===== src/rtl/stage2_cnn_ch_scheduler.sv =====
// Stage-2 channel scheduler: issues CH_IN windows per output pixel to the
// pipelined 5x5 kernel, sums the per-channel results plus bias, and queues
// pixel sums in a credit-protected output FIFO.
`timescale 1ns/1ps
module stage2_cnn_ch_scheduler #(
  parameter int unsigned CH_IN      = 3,
  parameter int unsigned AK_BW      = 32,
  parameter int unsigned ACC_BW     = 36,
  parameter int unsigned KERNEL_LAT = 3,
  parameter int unsigned OUT_DEPTH  = 4,
  parameter int unsigned NPIX_BW    = 10,
  localparam int unsigned CH_W      = (CH_IN > 1) ? $clog2(CH_IN) : 1
) (
  input  logic                clk,
  input  logic                reset_n,
  input  logic                i_start,
  input  logic [NPIX_BW-1:0]  i_npix,
  input  logic [ACC_BW-1:0]   i_bias,
  input  logic                i_win_valid,
  output logic                o_win_ready,
  output logic                o_k_valid,
  output logic [CH_W-1:0]     o_k_ch,
  input  logic                i_k_valid,
  input  logic [AK_BW-1:0]    i_k_acc,
  output logic                o_ot_valid,
  input  logic                i_ot_ready,
  output logic [ACC_BW-1:0]   o_ot_acc,
  output logic                o_busy,
  output logic                o_done
);

  localparam int unsigned PTR_W = (OUT_DEPTH > 1) ? $clog2(OUT_DEPTH) : 1;
  localparam int unsigned CNT_W = PTR_W + 1;
  localparam logic [CH_W-1:0] CH_LAST = CH_W'(CH_IN - 1);

  // Reject parameter sets the credit/FIFO scheme cannot support.
  if (CH_IN < 1 || KERNEL_LAT < 1 || OUT_DEPTH < 2 ||
      (OUT_DEPTH & (OUT_DEPTH - 1)) != 0 || ACC_BW <= AK_BW) begin : g_bad_param
    $error("stage2_cnn_ch_scheduler: illegal parameter set");
  end

  typedef enum logic [1:0] {S_IDLE, S_RUN, S_DRAIN, S_DONE} state_t;

  state_t              state;
  logic [NPIX_BW-1:0]  npix_q;
  logic [NPIX_BW-1:0]  iss_pix;
  logic [NPIX_BW-1:0]  rx_pix;
  logic [ACC_BW-1:0]   bias_q;
  logic [ACC_BW-1:0]   acc;
  logic [CH_W-1:0]     iss_ch;
  logic [CH_W-1:0]     rx_ch;
  logic [CNT_W-1:0]    credits;

  logic [ACC_BW-1:0]   mem [OUT_DEPTH];
  logic [PTR_W-1:0]    wr_ptr;
  logic [PTR_W-1:0]    rd_ptr;
  logic [CNT_W-1:0]    fifo_cnt;

  logic                take;
  logic                pop;
  logic                rx_en;
  logic                push;
  logic                last_iss;
  logic [ACC_BW-1:0]   k_ext;
  logic [ACC_BW-1:0]   sum_c;
  logic [CNT_W-1:0]    cnt_after_pop;
  logic [CNT_W-1:0]    cnt_next;
  logic [PTR_W-1:0]    rd_next;
  logic [ACC_BW-1:0]   head_next;

  // Issue handshake: a new pixel may only start when an output slot is reserved.
  assign o_win_ready = (state == S_RUN) & ((iss_ch != '0) | (credits != '0));
  assign o_k_valid   = i_win_valid & o_win_ready;
  assign o_k_ch      = iss_ch;

  // Handshake decode, channel-sum datapath and FIFO next-state.
  always_comb begin
    take          = o_k_valid & (iss_ch == '0);
    pop           = o_ot_valid & i_ot_ready;
    rx_en         = i_k_valid & ((state == S_RUN) | (state == S_DRAIN));
    push          = rx_en & (rx_ch == CH_LAST);
    last_iss      = o_k_valid & (iss_ch == CH_LAST) &
                    (iss_pix == (npix_q - NPIX_BW'(1)));
    k_ext         = {{(ACC_BW - AK_BW){i_k_acc[AK_BW-1]}}, i_k_acc};
    sum_c         = ((rx_ch == '0) ? bias_q : acc) + k_ext;
    cnt_after_pop = fifo_cnt - CNT_W'(pop);
    cnt_next      = cnt_after_pop + CNT_W'(push);
    rd_next       = rd_ptr + PTR_W'(pop);
    head_next     = (cnt_after_pop == '0) ? sum_c : mem[rd_next];
  end

  // Frame FSM, issue/receive counters, credits and channel accumulator.
  always_ff @(posedge clk or negedge reset_n) begin
    if (!reset_n) begin
      state   <= S_IDLE;
      npix_q  <= NPIX_BW'(1);
      iss_pix <= '0;
      rx_pix  <= '0;
      bias_q  <= '0;
      acc     <= '0;
      iss_ch  <= '0;
      rx_ch   <= '0;
      credits <= '0;
      o_busy  <= 1'b0;
      o_done  <= 1'b0;
    end else begin
      o_done <= 1'b0;
      case (state)
        S_IDLE: begin
          if (i_start) begin
            state   <= S_RUN;
            o_busy  <= 1'b1;
            npix_q  <= (i_npix == '0) ? NPIX_BW'(1) : i_npix;
            bias_q  <= i_bias;
            credits <= CNT_W'(OUT_DEPTH);
            iss_pix <= '0;
            rx_pix  <= '0;
            iss_ch  <= '0;
            rx_ch   <= '0;
          end
        end
        S_RUN: begin
          if (last_iss) state <= S_DRAIN;
        end
        S_DRAIN: begin
          if ((rx_pix == npix_q) && (fifo_cnt == '0)) begin
            state  <= S_DONE;
            o_done <= 1'b1;
          end
        end
        default: begin
          state  <= S_IDLE;
          o_busy <= 1'b0;
        end
      endcase

      if (state != S_IDLE) begin
        credits <= credits - CNT_W'(take) + CNT_W'(pop);
      end

      if (o_k_valid) begin
        iss_ch <= (iss_ch == CH_LAST) ? '0 : iss_ch + CH_W'(1);
        if (iss_ch == CH_LAST) iss_pix <= iss_pix + NPIX_BW'(1);
      end

      if (rx_en) begin
        rx_ch <= (rx_ch == CH_LAST) ? '0 : rx_ch + CH_W'(1);
        if (push) rx_pix <= rx_pix + NPIX_BW'(1);
        else      acc    <= sum_c;
      end
    end
  end

  // Output FIFO with registered head; head holds the last popped sum when empty.
  always_ff @(posedge clk or negedge reset_n) begin
    if (!reset_n) begin
      for (int unsigned i = 0; i < OUT_DEPTH; i++) mem[i] <= '0;
      wr_ptr     <= '0;
      rd_ptr     <= '0;
      fifo_cnt   <= '0;
      o_ot_valid <= 1'b0;
      o_ot_acc   <= '0;
    end else begin
      if (push) begin
        mem[wr_ptr] <= sum_c;
        wr_ptr      <= wr_ptr + PTR_W'(1);
      end
      rd_ptr     <= rd_next;
      fifo_cnt   <= cnt_next;
      o_ot_valid <= (cnt_next != '0);
      if (cnt_next != '0) o_ot_acc <= head_next;
    end
  end

endmodule

===== config.mk =====
export PLATFORM = sky130hd
export DESIGN_NAME = stage2_cnn_ch_scheduler
export DESIGN_NICKNAME = d
export VERILOG_FILES = /design/src/rtl/stage2_cnn_ch_scheduler.sv
export SDC_FILE = /design/constraint.sdc
export NUM_CORES = 1
export LEC_CHECK = 0
export CAP_MARGIN = 25
export CORE_UTILIZATION = 40
export DETAILED_ROUTE_END_ITERATION = 10
export PLACE_DENSITY = 0.58
export SLEW_MARGIN = 20
export SYNTH_ARGS = -nofsm -noshare
export SYNTH_HDL_FRONTEND = slang
export SYNTH_SLANG_ARGS = --single-unit

===== constraint.sdc =====
create_clock -name clk -period 4.64 [get_ports clk]
set_clock_uncertainty 0.1 [all_clocks]
set_input_delay 1.392 -clock clk [delete_from_list [all_inputs] [get_ports clk]]
set_output_delay 1.392 -clock clk [all_outputs]
set_load 0.02 [all_outputs]

==> metrics.csv, run 1 <==
stage,metric,value,unit
power_and_ir_drop,p_int,0.00926,W
power_and_ir_drop,combPwrFrac,56.6,%
global_routing,overflow,0,
power_and_ir_drop,vdd_ir_drop_max,445,µV
yosys,synth_top_area_share,48.1,%
yosys,ys_warn_count,0,
hold_path,min-delay-start,acc[27],
yosys,synth_nets,1650,
final_layout,ff_latch_area,7530,µm²
worst_setup_path,slowest_stage,or4_4,
yosys,ys_types,72,
worst_setup_path,crit_start,i_k_acc[0],
final_layout,nets,1799,
timing,final.min_clock_period,4.25,ns
clocking,clk_latency,0.52,ns
global_routing,grt_max_degree,85,
yosys,async_reset_ff_share,100,%
clocking,htreeDepth,2,
timing,setup_ws,0.390,ns
global_routing,grt_antenna_before_repair,0,
final_layout,syn2layout_area_growth,21.7,%
die,ioPinCount,127,
drt,avgRoutedWirePerCell,18.5,µm
worst_setup_path,worstPathRequired,4.93,ns
power_and_ir_drop,powerDensity,854,nW/µm²
worst_setup_path,critical_path.top_delay_family,simple AND/OR/NAND/NOR gates,
timing,hold_violations,0,
timing,worst_pin_slew,0.743,ns
worst_setup_path,path_cells,"clkdlybuf4s50_1, ha_1, inv_1, fa_1, and2b_1, o21bai_4, a211oi_4, a211oi_2, or4_4, and2_1, a211o_1, mux2_2",
worst_setup_path,slowest_delay,0.57,ns
die,die_w,200,µm
yosys,synthFlopType,dfrtp_1,
clocking,cts_resized,0,
job,maxCapViolCount,0,
status,run_status,finished clean,
power_and_ir_drop,p_leak,8.42,nW
clocking,root_buffer,clkbuf_16,
die,initial_utilization,40.5,%
worst_setup_path,path_buf_inv,2,
timing,max_freq,235,MHz
die,die_y,200,µm
worst_setup_path,regToRegStartpoint,rx_ch[1],
drt,drt-initial-drc-count,601,
yosys,synth_common_cells,"dfrtp_1 (300), nand2_1 (241), o21ai_0 (185)",
place,portBuffers,126,
place,pre_cts_ws,-0.118,ns
clocking,cts_num_sinks,301,
yosys,synth_seq_area_share,48.2,%
clocking,path_clk_slew,0.06,ns
timing,slew_violations,0,
global_routing,grt_pass1_vias,11738,
worst_setup_path,crit_type,input pin to flop,
drt,vias,11784,
drt,drc_errors,0,
power_and_ir_drop,swShare,43.0,%
yosys,ys_ff_latch,301,
yosys,synth_edf_count,0,
drt,drt_pass1_iterations,5,
yosys,synth.area.top_cells,"dfrtp_1 (48%), mux2_2 (8.6%), o21ai_0 (5.9%)",
power_and_ir_drop,p_total,0.0162,W
timing,relSlewSlack,50.4,%
hold_path,min_path_type,flop to flop,
clocking,clockBufferDepth,3,
die,coreArea,38600,µm²
final_layout,n_fill_cell,3656,
yosys,synth_most_common_cell,dfrtp_1,
drt,vias_per_cell,5.35,
final_layout,multiInputGateArea,7660,µm²
power_and_ir_drop,power_frac_seq,26.4,%
yosys,syn_area,15600,µm²
clocking,cts_buffers,36,
global_routing,grt_usage,21.2,%
drt,drtAntennaViolNets,0,
worst_setup_path,cp.arrival,4.54,ns
worst_setup_path,start_kind,input pin,
global_routing,grt_pass1_wl,65300,µm
yosys,yosys.area.top_type,dfrtp_1,
die,std_cell_rows,72,
power_and_ir_drop,switchingPower,0.00698,W
timing,setup_viol,0,
timing,rsz0062_at_grt,false,
timing,finalSetupTns,0,ns
power_and_ir_drop,p_clk_share,17.0,%
place,dp_hpwl,28600,µm
worst_setup_path,end_kind,flop,
yosys,postSynthAreaPerCell,10.3,µm²
yosys,synthCells,1511,
clocking,cts_setup_buffers,0,
place,globalplace.congestion,0.866,
clocking,cts_tree,done,
die,dieArea,39800,µm²
worst_setup_path,cp_max_fo,3,
clocking,holdBufCountCts,0,
timing,timing.final.crit_share,91.6,%
drt,totalWireLength,40900,µm
final_layout,drive_gt1_share,18.5,%
==> final timing paths <==
check                               endpoint  slack, ns  cells after the start
worst max-delay path            o_ot_acc[34]       0.39                     12
worst min-delay path                 acc[27]       0.37                      2
worst max register to register       acc[32]       0.45                     13
worst min register to register       acc[27]       0.37                      2
max in group asynchronous             acc[7]       2.81                      2
min in group asynchronous         iss_pix[2]       0.74                      1
==> routing by layer <==
metal / wire [µm] / track usage (%) / share of wire [%] / vias up
met5: 0 / 0 / 0 / -
met4: 821 / 5.23 / 2.0 / 0
met3: 1750 / 3.11 / 4.3 / 53
met2: 19200 / 34.2 / 47 / 254
met1: 19100 / 29.8 / 47 / 5788
li1: - / - / - / 5689
==> worst reg2reg max path, stage by stage (launching register included) <==
cell and delay [ns]:
dfrtp_1 0.45, nor2_4 0.42, buf_4 0.26, mux2_2 0.35, ha_1 0.32, a21oi_1 0.23, nor2b_4 0.22, a211oi_4 0.09
buf_4 0.15, a211oi_1 0.53, o21ba_2 0.33, o21ai_1 0.11, xor2_1 0.35, mux2_2 0.23
==> kinds of logic (layout without fill, tap and decap cells) <==
kind of cell,count (synthesis),count (layout),share of synthesized area (%)
other,0,1,0
adders and majority gates,55,55,4.50
DFF,301,301,48.2
buffers and inverters,123,296,3.02
AOI/OAI and AO/OA,388,388,14.6
muxes,160,160,14.1
xor gates and xnor gates,62,62,3.48
and+or+nand+nor,422,422,12.1
==> final cells by class <==
cell class                 instances  area share [%]
inverter                          35           0.691
multi-input combinational       1087            40.3
sequential                       301            39.6
antenna                            1          0.0132
tap                              518            3.41
clock inverter                    12           0.619
clock buffer                      50            5.44
timing repair buffer             199            9.87
==> state kept, by name, indices dropped and copies added, names as in the netlist <==
register / count
acc: 36
bias_q: 36
credits: 3
fifo_cnt: 3
iss_pix: 10
mem: 144
npix_q: 10
o_busy: 1
o_done: 1
o_k_ch: 2
o_ot_acc: 36
o_ot_valid: 1
rd_ptr: 2
rx_ch: 2
rx_pix: 10
state: 2
wr_ptr: 2
==> per-stage QoR <==
step	hold slack (ns)	instance area [µm²]	utilization (%)	cells
detailed placement	0.363	17900	46.3	2140
finish	0.373	19000	49.3	2203
global placement	0.354	17900	46.3	2140
CTS	0.378	19000	49.3	2202
floorplan	0.342	15600	-	1511
global route	0.396	19000	49.3	2202
==> power groups by stage <==
stage                     Clock, W  Combinational, W  Sequential [W]
after floorplan                  0           0.00580         0.00421
final                      0.00276           0.00919         0.00428
after global routing       0.00295            0.0101         0.00442
after global placement           0           0.00903         0.00430
after CTS                  0.00284           0.00921         0.00429
after detailed placement         0           0.00916         0.00433
==> layout by cell type (no fill, tap or decap), types with 8 or more instances in the layout <==
cell / Yosys / layout
dfrtp_1: 300 / 300
nand2_1: 241 / 240
o21ai_0: 185 / 185
clkdlybuf4s50_1: 0 / 125
mux2_2: 119 / 119
a21oi_1: 79 / 79
buf_4: 0 / 68
ha_1: 53 / 52
nor2_1: 48 / 47
clkbuf_16: 0 / 37
nand3_1: 38 / 36
mux4_2: 36 / 36
xnor2_1: 34 / 34
inv_1: 30 / 30
xor2_1: 28 / 27
o21ai_1: 22 / 22
nand4_1: 20 / 20
a21o_1: 13 / 13
and3_1: 12 / 12
nor3_1: 12 / 11
o21a_1: 10 / 10
a31oi_1: 9 / 9
and2_1: 9 / 9
a211o_1: 9 / 9
nor4_1: 8 / 8
No activity file was read; power rests on OpenSTA's default activity.
==> inputs of run 2 (changes only) <==
CORE_UTILIZATION = 55   (was 40)
PLACE_DENSITY = 0.76   (was 0.58)
==> metrics.csv, run 2 (synthesis gave the netlist of run 1 again) <==
stage,metric,value,unit,change
timing,hold_violations,0,,unchanged
clocking,root_buffer,clkbuf_16,,
worst_setup_path,cp_max_fo,15,,+12
clocking,cts_num_sinks,301,,unchanged
die,ioPinCount,127,,unchanged
worst_setup_path,slowest_stage,a211oi_1,,
global_routing,grt_antenna_before_repair,0,,unchanged
hold_path,min_path_type,flop to flop,,
power_and_ir_drop,powerDensity,850,nW/µm²,-0.46%
clocking,cts_setup_buffers,0,,unchanged
worst_setup_path,regToRegStartpoint,rx_ch[1],,
global_routing,grt_pass1_vias,11814,,+0.65%
worst_setup_path,crit_type,flop to flop,,
drt,drt_pass1_iterations,5,,unchanged
die,initial_utilization,56.1,%,+16 points
worst_setup_path,start_kind,flop,,
place,placed_cell_area,17500,µm²,-1.7%
drt,drtAntennaViolNets,0,,unchanged
final_layout,largest_register_ffs,144,,unchanged
drt,vias,12080,,+2.5%
timing,worst_pin_slew,0.956,ns,+0.213 ns
final_layout,n_antenna_cell,0,,-1
drt,drc_errors,0,,unchanged
clocking,clockBufferDepth,3,,unchanged
place,dp_hpwl,26500,µm,-7.3%
drt,totalWireLength,38500,µm,-5.9%
power_and_ir_drop,vdd_ir_drop_max,668,µV,+50%
hold_path,hold_path_end,acc[13],,
global_routing,grt_pass1_wl,62900,µm,-3.6%
die,die_y,171,µm,-15%
timing,rsz0062_at_grt,false,,
clocking,path_clk_slew,0.06,ns,about the same
timing,setup_viol,0,,unchanged
clocking,holdBufCountCts,0,,unchanged
worst_setup_path,ff2ff_path_depth,13,,unchanged
status,run_status,finished clean,,
worst_setup_path,path_cells,"nor2_4, buf_4, mux2_2, ha_1, a21oi_1, nor2b_4, a211oi_4, buf_4, a211oi_1, o21ba_2, xor2_1, o21ai_0, o21a_1",,
global_routing,grt_usage,27.6,%,+6.4 points
clocking,cts_buffers,35,,-2.8%
final_layout,syn2layout_area_growth,19.9,%,
drt,avgRoutedWirePerCell,18.8,µm,+1.5%
final_layout,design_area,18700,µm²,-1.4%
power_and_ir_drop,p_total,0.0159,W,-1.9%
hold_path,min-delay-start,acc[13],,
drt,drt-initial-drc-count,978,,+63%
clocking,htreeDepth,2,,unchanged
worst_setup_path,critical_path.top_delay_family,compound AO/OA/AOI/OAI gates,,
job,maxCapViolCount,0,,unchanged
die,std_cell_rows,61,,-15%
final_layout,nets,1780,,-1.1%
final_layout,layout.cells.most_common,dfrtp_1,,
worst_setup_path,reg2reg_to,o_ot_acc[24],,
die,die_w,171,µm,-15%
final_layout,largest_register,mem,,
place,globalplace.congestion,0.917,,+5.9%
worst_setup_path,path_common_cell,buf_4,,
global_routing,overflow,0,,unchanged
timing,setup_ws,0.323,ns,-0.0670 ns
worst_setup_path,slowest_delay,0.52,ns,-0.05 ns
worst_setup_path,end_kind,flop,,
clocking,cts_resized,0,,unchanged
clocking,cts_tree,done,,
final_layout,drive_gt1_share,17.5,%,-1.0 points
timing,relSlewSlack,36.2,%,-14 points
place,portBuffers,126,,unchanged
final_layout,final_cell_mix,"dfrtp_1 (300), nand2_1 (240), o21ai_0 (185)",,
hold_path,min_path_cells,2,,unchanged
drt,vias_per_cell,5.91,,+11%
power_and_ir_drop,p_leak,8.36,nW,-0.73%
timing,final.min_clock_period,4.32,ns,+0.0670 ns
final_layout,n_fill_cell,2139,,-41%
die,dieArea,29100,µm²,-27%
clocking,clk_latency,0.51,ns,about the same
worst_setup_path,cp.arrival,4.61,ns,+0.07 ns
final_layout,fin_util,67.2,%,+18 points
place,pre_cts_ws,-0.0438,ns,+0.0740 ns
worst_setup_path,path_buf_inv,2,,unchanged
die,coreArea,27900,µm²,-28%
timing,holdWs,0.371,ns,-0.00162 ns
worst_setup_path,worstPathRequired,4.94,ns,about the same
worst_setup_path,r2r_slack,0.32,ns,-0.13 ns
timing,slew_violations,0,,unchanged
timing,timing.final.crit_share,93.0,%,+1.4 points
timing,max_freq,232,MHz,-1.6%
global_routing,grt_max_degree,100,,+18%
-- run 2: cell count changes in the layout (fill, tap and decap cells not counted) --
cell / delta
clkbuf_1: +2
bufinv_16: +1
diode_2: -1
clkinv_4: +1
clkinv_2: -5
clkbuf_8: +3
clkinvlp_4: -3
buf_4: -18
-- run 2: area by class of cell --
type | instances | area (µm²) | share of cell area [%]
clock inverters | 6 | 109 | 0.581
well taps | 378 | 473 | 2.52
flip-flops and latches | 301 | 7530 | 40.2
clock buffers | 55 | 1080 | 5.78
repair buffers | 181 | 1740 | 9.30
multi-input cells | 1087 | 7660 | 40.9
inverters | 35 | 131 | 0.701
-- run 2: per-layer routing --
metal,wire (µm),up-vias,track usage [%]
li1,-,5663,-
met1,17000,5989,39.5
met2,18400,374,44.6
met3,2310,54,4.02
met4,716,0,6.15
met5,0,-,0
-- run 2: how the worst max path moves through the flow --
| stage | slack [ns] | to | from | cells past startpoint |
|---|---|---|---|---|
| 2_1_floorplan | 0.56 | o_ot_acc[34] | rx_ch[1] | 14 |
| 3_3_place_gp | -0.001 | o_ot_acc[34] | i_k_acc[0] | 12 |
| 3_5_place_dp | -0.04 | o_ot_acc[34] | i_k_acc[0] | 12 |
| 4_1_cts | 0.34 | o_ot_acc[24] | rx_ch[1] | 13 |
| 5_1_grt | 0.05 | o_ot_acc[24] | rx_ch[1] | 13 |
| 6_report | 0.32 | o_ot_acc[24] | rx_ch[1] | 13 |
-- run 2: metrics by stage --
step                TNS [ns]  instances
floorplan                  0       1511
global placement    -0.00118       1982
detailed placement   -0.0604       1982
CTS                        0       2043
global route               0       2043
finish                     0       2043
-- run 2: worst register-to-register path: stages (launching register included) --
cell	delay, ns
dfrtp_1	0.46
nor2_4	0.51
buf_4	0.28
mux2_2	0.34
ha_1	0.32
a21oi_1	0.20
nor2b_4	0.22
a211oi_4	0.08
buf_4	0.15
a211oi_1	0.52
o21ba_2	0.33
xor2_1	0.40
o21ai_0	0.17
o21a_1	0.12
-- run 2: report_power, final --
group          internal [W]  switching (W)
combinational       0.00369        0.00512
clock               0.00177        0.00105
sequential          0.00365       0.000647
==> inputs of run 3 (changes only) <==
CTS_CLUSTER_DIAMETER = 120   (was unset)
GPL_ROUTABILITY_DRIVEN = 0   (was unset)
GPL_TIMING_DRIVEN = 1   (was unset)
==> metrics.csv, run 3 (synthesis gave the netlist of run 1 again) <==
stage,metric,value,unit,change
clocking,cts_setup_buffers,0,,unchanged
clocking,cts_num_sinks,301,,unchanged
power_and_ir_drop,combPwrFrac,55.7,%,+0.4 points
final_layout,nets,1777,,-0.17%
clocking,cts_buffers,34,,-2.9%
die,dieArea,29100,µm²,unchanged
power_and_ir_drop,p_clk_share,17.2,%,-0.5 points
worst_setup_path,ff2ff_path_depth,13,,unchanged
timing,holdWs,0.374,ns,+0.00309 ns
timing,final.min_clock_period,4.20,ns,-0.115 ns
power_and_ir_drop,power_frac_seq,27.1,%,about the same
timing,timing.final.crit_share,90.6,%,-2.5 points
power_and_ir_drop,powerDensity,852,nW/µm²,+0.23%
worst_setup_path,start_kind,input pin,,
clocking,root_buffer,clkbuf_16,,
hold_path,min-delay-start,mem[2],,
worst_setup_path,reg2reg_to,o_ot_acc[24],,
drt,drt_pass1_iterations,5,,unchanged
timing,setup_viol,0,,unchanged
timing,rsz0062_at_grt,false,,
status,run_status,finished clean,,
hold_path,hold_path_end,mem[2],,
timing,slew_violations,0,,unchanged
clocking,path_clk_slew,0.06,ns,about the same
worst_setup_path,r2r_slack,0.49,ns,+0.17 ns
power_and_ir_drop,p_leak,8.32,nW,-0.43%
clocking,clk_latency,0.52,ns,about the same
drt,vias,12256,,+1.5%
worst_setup_path,end_kind,primary output,,
die,ioPinCount,127,,unchanged
final_layout,layout.cells.most_common,dfrtp_1,,
timing,finalSetupTns,0,ns,unchanged
final_layout,largest_register_ffs,144,,unchanged
power_and_ir_drop,swShare,43.6,%,+0.77 points
clocking,htreeDepth,2,,unchanged
worst_setup_path,crit_type,input pin to primary output,,
timing,hold_violations,0,,unchanged
global_routing,grt_pass1_vias,12046,,+2.0%
hold_path,min_path_cells,2,,unchanged
timing,worst_pin_slew,0.962,ns,+0.00549 ns
drt,totalWireLength,39500,µm,+2.6%
global_routing,grt_pass1_wl,64100,µm,+1.9%
place,dp_hpwl,27100,µm,+2.3%
drt,drc_errors,0,,unchanged
final_layout,largest_register,mem,,
clocking,cts_tree,done,,
place,place_inst,1980,,-0.10%
clocking,cts_resized,0,,unchanged
global_routing,grt_antenna_before_repair,0,,unchanged
hold_path,min_path_type,flop to flop,,
die,die_w,171,µm,unchanged
drt,avgRoutedWirePerCell,19.4,µm,+2.9%
final_layout,syn2layout_area_growth,19.5,%,
final_layout,fin_cells,2038,,-0.24%
power_and_ir_drop,vdd_ir_drop_max,506,µV,-24%
timing,max_freq,238,MHz,+2.7%
timing,relSlewSlack,35.7,%,-0.53 points
power_and_ir_drop,switchingPower,0.00694,W,+1.7%
worst_setup_path,cp.arrival,2.71,ns,-1.90 ns
clocking,clockBufferDepth,3,,unchanged
job,maxCapViolCount,0,,unchanged
global_routing,grt_usage,28.2,%,+0.61 points
final_layout,drive_gt1_share,17.7,%,+0.17 points
die,initial_utilization,56.1,%,unchanged
worst_setup_path,worstPathRequired,3.15,ns,-1.79 ns
global_routing,grt_max_degree,99,,-1.0%
die,std_cell_rows,61,,unchanged
die,die_y,171,µm,unchanged
power_and_ir_drop,p_int,0.00897,W,-1.5%
die,coreArea,27900,µm²,unchanged
drt,drt-initial-drc-count,1129,,+15%
global_routing,overflow,0,,unchanged
final_layout,final_cell_mix,"dfrtp_1 (300), nand2_1 (240), o21ai_0 (185)",,
worst_setup_path,regToRegStartpoint,rx_ch[1],,
worst_setup_path,cp_max_fo,5,,-10
clocking,holdBufCountCts,0,,unchanged
drt,vias_per_cell,6.01,,+1.7%
drt,drtAntennaViolNets,0,,unchanged
final_layout,n_antenna_cell,0,,unchanged
place,portBuffers,126,,unchanged
## run 3: cell types whose count changed in the layout (fill, tap and decap cells not counted), sizes merged
| cell | delta |
|---|---|
| buf | -2 |
| clkinv | +7 |
| clkinvlp | +2 |
| clkbuf | -12 |
## run 3: critical path, stage by stage
cell and delay [ns]:
clkdlybuf4s50_1 0.48, nand2_1 0.13, inv_1 0.10, clkdlybuf4s50_1 0.60
## run 3: worst max-delay path by stage
stage / slack [ns] / depth (start not counted) / endpoint / startpoint
after floorplan: 0.56 / 14 / o_ot_acc[34] / rx_ch[1]
after global placement: 0.005 / 12 / o_ot_acc[34] / i_k_acc[0]
after detailed placement: -0.04 / 12 / o_ot_acc[34] / i_k_acc[0]
after CTS: 0.43 / 4 / o_k_valid / i_win_valid
after global routing: 0.29 / 13 / mem[101] / rx_ch[1]
final: 0.44 / 4 / o_k_valid / i_win_valid
## run 3: cell type report
cell class	count	area, µm²
Multi-Input combinational cell	1087	7660
Inverter	35	131
Sequential cell	301	7530
Clock buffer	43	966
Timing Repair Buffer	179	1730
Tap cell	378	473
Clock inverter	15	178
Fill cell	2130	9190
## run 3: per-layer routing
metal,GRT usage [%],part of all wire [%],up-vias,routed length [µm]
met1,39.3,43,6071,17100
li1,-,-,5666,-
met4,7.64,1.9,0,761
met5,0,0,-,0
met3,3.86,6.4,71,2510
met2,46.4,48,448,19100
## run 3: stage by stage
| step | setup slack [ns] | util (%) | power, W | instance area (µm²) |
|---|---|---|---|---|
| floorplan | 0.556 | - | 0.0100 | 15600 |
| global placement | 0.00473 | 62.9 | 0.0127 | 17500 |
| detailed placement | -0.0422 | 62.9 | 0.0130 | 17500 |
| CTS | 0.430 | 67.0 | 0.0158 | 18700 |
| global route | 0.288 | 67.0 | 0.0170 | 18700 |
| finish | 0.438 | 67.0 | 0.0159 | 18700 |
## run 3: power by group through the flow
stage          clock (W)  sequential, W  combinational (W)
6_report         0.00274        0.00431            0.00886
5_1_grt          0.00288        0.00443            0.00965
4_1_cts          0.00278        0.00431            0.00876
3_5_place_dp           0        0.00433            0.00865
3_3_place_gp           0        0.00427            0.00844
2_1_floorplan          0        0.00421            0.00580
